### src/rtl/uart_tx.sv
// uart_tx: 8N1 serial transmitter with a 16x oversampled baud tick.
// Optional even-parity bit enabled by defining UART_TX_PARITY_EN.
module uart_tx #(
  parameter int unsigned DBIT    = 8,
  parameter int unsigned SB_TICK = 16
) (
  input  logic        clk,
  input  logic        rst,
  input  logic        tx_start,
  input  logic [7:0]  data_out,
  input  logic [10:0] dvsr,
  output logic        tx,
  output logic        tx_done,
  output logic        tx_done_tick,
  output logic        tx_busy
);

  localparam int unsigned NW = (DBIT > 1) ? $clog2(DBIT) : 1;
  localparam int unsigned SW = (SB_TICK > 16) ? $clog2(SB_TICK) : 4;
  localparam logic [NW-1:0] N_LAST      = NW'(DBIT - 1);
  localparam logic [SW-1:0] S_BIT_LAST  = SW'(15);
  localparam logic [SW-1:0] S_STOP_LAST = SW'(SB_TICK - 1);

`ifdef UART_TX_PARITY_EN
  typedef enum logic [2:0] {IDLE, START, DATA, PARITY, STOP} state_t;
`else
  typedef enum logic [1:0] {IDLE, START, DATA, STOP} state_t;
`endif

  state_t          state_q, state_d;
  logic [10:0]     bcnt_q, bcnt_d;
  logic [SW-1:0]   s_q, s_d;
  logic [NW-1:0]   n_q, n_d;
  logic [7:0]      b_q, b_d;
  logic            tx_q, tx_d;
  logic            accept;
  logic            s_tick;
`ifdef UART_TX_PARITY_EN
  logic            par_q, par_d;
`endif

  assign s_tick = (bcnt_q == dvsr);

  // Next-state, datapath updates and registered line level
  always_comb begin
    state_d      = state_q;
    s_d          = s_q;
    n_d          = n_q;
    b_d          = b_q;
    accept       = 1'b0;
    tx_done_tick = 1'b0;
`ifdef UART_TX_PARITY_EN
    par_d        = par_q;
`endif
    case (state_q)
      IDLE: begin
        if (tx_start) begin
          accept  = 1'b1;
          state_d = START;
          b_d     = data_out;
          s_d     = '0;
          n_d     = '0;
`ifdef UART_TX_PARITY_EN
          par_d   = ^data_out;
`endif
        end
      end
      START: begin
        if (s_tick) begin
          if (s_q == S_BIT_LAST) begin
            s_d     = '0;
            state_d = DATA;
          end else begin
            s_d = s_q + 1'b1;
          end
        end
      end
      DATA: begin
        if (s_tick) begin
          if (s_q == S_BIT_LAST) begin
            s_d = '0;
            b_d = b_q >> 1;
            if (n_q == N_LAST) begin
`ifdef UART_TX_PARITY_EN
              state_d = PARITY;
`else
              state_d = STOP;
`endif
            end else begin
              n_d = n_q + 1'b1;
            end
          end else begin
            s_d = s_q + 1'b1;
          end
        end
      end
`ifdef UART_TX_PARITY_EN
      PARITY: begin
        if (s_tick) begin
          if (s_q == S_BIT_LAST) begin
            s_d     = '0;
            state_d = STOP;
          end else begin
            s_d = s_q + 1'b1;
          end
        end
      end
`endif
      STOP: begin
        if (s_tick) begin
          if (s_q == S_STOP_LAST) begin
            tx_done_tick = 1'b1;
            s_d          = '0;
            state_d      = IDLE;
          end else begin
            s_d = s_q + 1'b1;
          end
        end
      end
      default: state_d = IDLE;
    endcase

    // Restarting the baud counter on acceptance aligns bit timing to the start bit
    if (accept || s_tick) begin
      bcnt_d = '0;
    end else begin
      bcnt_d = bcnt_q + 11'd1;
    end

    // Line level follows the next state so tx changes on the same edge as the state
    case (state_d)
      IDLE:    tx_d = 1'b1;
      START:   tx_d = 1'b0;
      DATA:    tx_d = b_d[0];
`ifdef UART_TX_PARITY_EN
      PARITY:  tx_d = par_d;
`endif
      STOP:    tx_d = 1'b1;
      default: tx_d = 1'b1;
    endcase
  end

  // State and datapath registers with synchronous reset
  always_ff @(posedge clk) begin
    if (rst) begin
      state_q <= IDLE;
      bcnt_q  <= '0;
      s_q     <= '0;
      n_q     <= '0;
      b_q     <= '0;
      tx_q    <= 1'b1;
`ifdef UART_TX_PARITY_EN
      par_q   <= 1'b0;
`endif
    end else begin
      state_q <= state_d;
      bcnt_q  <= bcnt_d;
      s_q     <= s_d;
      n_q     <= n_d;
      b_q     <= b_d;
      tx_q    <= tx_d;
`ifdef UART_TX_PARITY_EN
      par_q   <= par_d;
`endif
    end
  end

  assign tx      = tx_q;
  assign tx_done = (state_q == IDLE);
  assign tx_busy = ~tx_done;

endmodule
### config.mk
export PLATFORM = sky130hd
export DESIGN_NAME = uart_tx
export DESIGN_NICKNAME = d
export VERILOG_FILES = /design/src/rtl/uart_tx.sv
export SDC_FILE = /design/constraint.sdc
export NUM_CORES = 1
export LEC_CHECK = 0
export BUFFER_PORTS_ARGS = -buffer_cell sky130_fd_sc_hd__clkbuf_2
export CAP_MARGIN = 20
export CORE_UTILIZATION = 50
export DETAILED_ROUTE_END_ITERATION = 8
export HOLD_SLACK_MARGIN = 0.06
export PLACE_DENSITY_LB_ADDON = 0.15
export SETUP_SLACK_MARGIN = 0.5
export SLEW_MARGIN = 20
export SYNTH_ARGS = -nofsm -noshare
export SYNTH_HDL_FRONTEND = slang
export SYNTH_SLANG_ARGS = --single-unit
### constraint.sdc
create_clock -name clk -period 1.56 [get_ports clk]
set_input_delay 0.312 -clock clk [delete_from_list [all_inputs] [get_ports clk]]
set_output_delay 0.312 -clock clk [all_outputs]
set_load 0.05 [all_outputs]
Word level (Yosys, flattened, before mapping). Index checks and enable logic that the tools add are counted.

Word-level logic and storage cells: 63. Output and inout bits: 4. Flip-flop bits (word level): 29.

$add $sub $neg: 3. Reductions and logical operators: 10. Multiplexer cells: 28. Bitwise logic cells: 1. Eq/ne operators: 14.

Operators by type and width (number): $mux W8 (3); $mux W2 (8); $pmux W8 S2 (1); $mux W3 (4); $mux W4 (3); $add A11 B1 Y11 const B (1); $eq A11 B11 Y1 (1); $eq A2 B2 Y1 const B (4); $ne A2 B2 Y1 const B (4); $pmux W2 S4 (1); $pmux W4 S2 (1); $pmux W3 S2 (1); $mux W1 (5); $reduce_and A5 Y1 (1); $add A4 B1 Y4 const B (1); $eq A2 B1 Y1 const B (2); $eq A4 B4 Y1 const B (1); $logic_not A2 Y1 (2); $reduce_and A4 Y1 (1); $reduce_or A2 Y1 (2); $add A3 B1 Y3 const B (1); $eq A3 B3 Y1 const B (1); $pmux W1 S3 (1); $reduce_or A3 Y1 (1); 5 further kinds (5).

Logic depth before layout (Yosys ltp).
Depth after elaboration: 8. Depth in mapped cells: 7. Mapped depth without buffers: 6.

Worst setup path after synthesis. Ideal clock, no wire load.

Kind: reg2out. Start: register bcnt_q[1]. End: output tx_done_tick. Arrival: 1608 ps. Path buffers: 0. Cell stages (with the launch flop): 5. Data required time: 1248 ps. Setup slack: -360 ps. Cell sequence: dfxtp_1 xnor2_1 nand4_1 nor4_4 and3_1.

Longest elaborated chain between the ends: 3.

Ends and longest elaborated chain: start: declaration (line 31) `logic [10:0] bcnt_q, bcnt_d;`; start signal: assignment (line 157) `bcnt_q <= bcnt_d;`; $eq A11 B11 Y1 (line 42) `assign s_tick = (bcnt_q == dvsr);`; $mux W1 (line 110) `if (s_tick) begin`; $mux W1 (line 55) `case (state_q)`; end: declaration (line 14) `output logic tx_done_tick,`.

No other way between the ends.

Worst setup path after layout.
Start: register bcnt_q[2]. End: output tx_done_tick.

Same word-level chain as after synthesis.

==> results.yml <==
synthesis:
  synth_top_area_share_pct: 37.51
  synth_cells: 175
  synth.area.mux_share_pct: 0.6467
  synth_edf_count: 0
  syn_area_per_cell_sq_um: 8.844
  synth.distinct_cells: 48
  synth_top_family_by_area: "simple AND/OR/NAND/NOR gates"
  ys.flop_type: "dfxtp_1"
  ys.warnings.count: 0
  synth_nets: 201
  yosys-top-cells-area: "dfxtp_1, xnor2_1, nand3_1, xor2_1, a21oi_1"
  synth_compound_area_share_pct: 15.12
  yosys.area.top_type: "dfxtp_1"
  yosysMostFrequentCell: "dfxtp_1"
  synth_seq_area_share_pct: 37.51
  synthAdderAreaFrac_pct: 3.234
  synth-simple-area-share_pct: 28.54
  synthXorXnorAreaFrac_pct: 11.24
  synth_common_cells: "dfxtp_1, nand3_1, nor2_1, a21oi_1, xnor2_1"
  syn_area_sq_um: 1548
  synth_async_sr_flop_share_pct: 0
  synth.ff_latch_count: 29
critical_path:
  r2r_end: "bcnt_q[2]$_SDFF_PP0_"
  criticalPathCategory: "flop to output pin"
  required_ps: 1250
  critical_path.endpoint_type: "output pin"
  crit_chain: "xnor2_4 -> nand4_1 -> nor4_4 -> and3_4 -> clkbuf_16"
  critPathTopFamily: "simple AND/OR/NAND/NOR gates"
  critPathLaunchType: "flop"
  reg2reg_depth: 8
  cp_data_arrival_time_ps: 1770
  crit_fanout: 2
  cp_slowest_cell: "dfxtp_4"
  cp.buffers_inverters: 1
  critical_path.max_stage_delay_ps: 380
  r2r-start: "bcnt_q[3]$_SDFF_PP0_"
  reg2reg_slack_ps: -220
power_and_ir_drop:
  power_frac_comb_pct: 19.3
  ir_drop_mv: 0.5425
  internal-power_w: 0.001234
  seqPwrFrac_pct: 45.7
  p_sw_w: 0.0004690
  p_clk_share_pct: 34.9
  swShare_pct: 27.54
  fin_total_pwr_w: 0.001703
  leakagePower_nw: 1.013
  power.density_nw_per_um2: 672.5
final_layout:
  syn_to_final_growth_pct: 63.62
  multi_input_area_sq_um: 1245
  ff_latch_area_sq_um: 600.6
  fill_cells: 129
  drive_gt1_share_pct: 60.91
  nNetsFinal: 268
  n_antenna_cell: 0
  final_cells: 274
  fin_area_sq_um: 2532
clocking:
  clkTransAtPathRegs_ps: 90
  cts.sinks: 29
  numCtsBuffers: 5
  cts_max_level: 2
  root_buffer: "clkbuf_4"
  cts_tree: "yes"
  clkLatencyLatePin_ps: 350
  clk_path_buf_depth: 2
timing:
  finalHoldViolations: 0
  worst_slack_ps: -525.3
  fin_crit_ps: 2085
  slew_viol_final: 0
  setup_viol: 30
  worst-slew-pin-transition_ps: 279.2
  skew_ps: 8.892
  maxSlewHeadroom_pct: 81.14
  rsz0062_at_grt: "yes"
  period_share_pct: 133.7
  finalSetupTns_ps: -3872
  max_freq_ghz: 0.4795
  timing.hold.ws_ps: 195.0
routing:
  drt_iter0_markers: 103
  num_vias: 1694
  vias_per_cell: 6.182
  post_drt_wl_per_cell_um: 19.26
  drc: 1
  ant_nets: 0
  route.final.wire_length_mm: 5.276
  drtPass1Iterations: 7
worst_hold_path:
  min_path_type: "primary input to flop"
  min_path_cells: 3
  hp-start: "data_out[7]"
  whs_endpoint: "b_q[7]$_SDFFE_PP0P_"
die:
  fp.coreArea_sq_um: 2853
  start_util_pct: 54.25
  ios: 26
  die_area_sq_um: 3322
  die_width_um: 57.64
  die_h_um: 57.64
  row_count: 19
global_route:
  grt_pass1_vias: 1708
  grt_max_degree: 13
  grt_pass1_wl_mm: 7.831
  antenna_found_initial: 0
  track_usage_pct: 31.92
  gr-total-overflow: 0
run_status:
  violations: "design-rule violations, negative setup slack"
  status: "finished, violations left"
placement:
  io_buffers: 25
  place_inst: 253
  dpl.hpwl_mm: 2.896
  placed_area_sq_um: 2027
  place_congestion: 0.8048
flow_run:
  max-cap-violations: 0
metal layers:
layer	wire, um	GRT usage (%)	vias up	share of wire (%)
met4	250	15.68	0	4.7
met2	2675	58.64	68	51
li1	-	-	772	-
met5	0	0	-	0
met3	282	7.813	28	5.3
met1	2067	33.90	826	39
tightest hold or removal path, stage by stage:
cell and delay, ps:
clkbuf_2 80, nand2_1 60, a21oi_2 50
power by group through the flow:
stage / sequential (W) / combinational, W / clock (W)
4_1_cts: 0.000776 / 0.000294 / 0.000597
2_1_floorplan: 0.000798 / 0.000147 / 0
6_report: 0.000779 / 0.000329 / 0.000595
3_3_place_gp: 0.000788 / 0.000226 / 0
5_1_grt: 0.000781 / 0.000346 / 0.000627
3_5_place_dp: 0.000789 / 0.000234 / 0
through the flow:
stage               setup slack, ps  utilization, %
finish                       -525.3           88.77
global route                 -556.6           88.77
CTS                          -453.2           85.39
detailed placement           -374.6           71.05
global placement             -323.3           71.05
floorplan                    -162.4               -
repair_timing:
action,in CTS,in global routing
setup buffers,10,2
hold buffers,0,0
endpoints found under the hold margin,0,0
resized for setup,48,15
pin swaps,26,16
cloned,1,0
setup endpoints to repair,33,33
registers in the layout, summed over array words and instances (netlist names):
signal	count
state_q	2
n_q	3
b_q	8
s_q	4
tx	1
bcnt_q	11
cells by family after synthesis:
family / Yosys count
mux: 1
xor+xnor: 19
simple gates: 74
fa+ha+maj: 4
buf+inv: 14
flops: 29
compound gates: 34
placed cells by master (no fill, tap or decap), drive strengths merged, types with 2 or more instances in the layout:
cell type | synthesis | final
a21boi | 2 | 2
a21oi | 12 | 12
a22oi | 7 | 7
and2 | 2 | 2
and3 | 4 | 4
and4 | 3 | 3
buf | 4 | 43
clkbuf | 4 | 32
dfxtp | 29 | 29
ha | 4 | 4
inv | 6 | 6
nand2 | 10 | 10
nand2b | 2 | 2
nand3 | 19 | 19
nand4 | 7 | 7
nor2 | 15 | 15
nor2b | 2 | 2
o21ai | 3 | 3
o32ai | 2 | 2
or2 | 2 | 2
or3 | 2 | 3
xnor2 | 12 | 12
xor2 | 7 | 7
how the worst max path moves through the flow:
stage	startpoint	to	slack, ps	cells past startpoint
floorplan	bcnt_q[2]$_SDFF_PP0_	tx_done_tick	-160	4
global placement	dvsr[10]	tx_done_tick	-320	6
detailed placement	dvsr[2]	tx_done_tick	-370	6
CTS	bcnt_q[2]$_SDFF_PP0_	tx_done_tick	-450	5
global route	bcnt_q[2]$_SDFF_PP0_	tx_done_tick	-560	5
finish	bcnt_q[2]$_SDFF_PP0_	tx_done_tick	-530	5
cell type report:
type	instances	area share [%]
multi-input cells	133	49.16
inverters	6	1.186
flip-flops and latches	29	23.72
repair buffers	67	21.25
clock buffers	8	3.162
well taps	31	1.532
(Power assumes the default switching activity.)
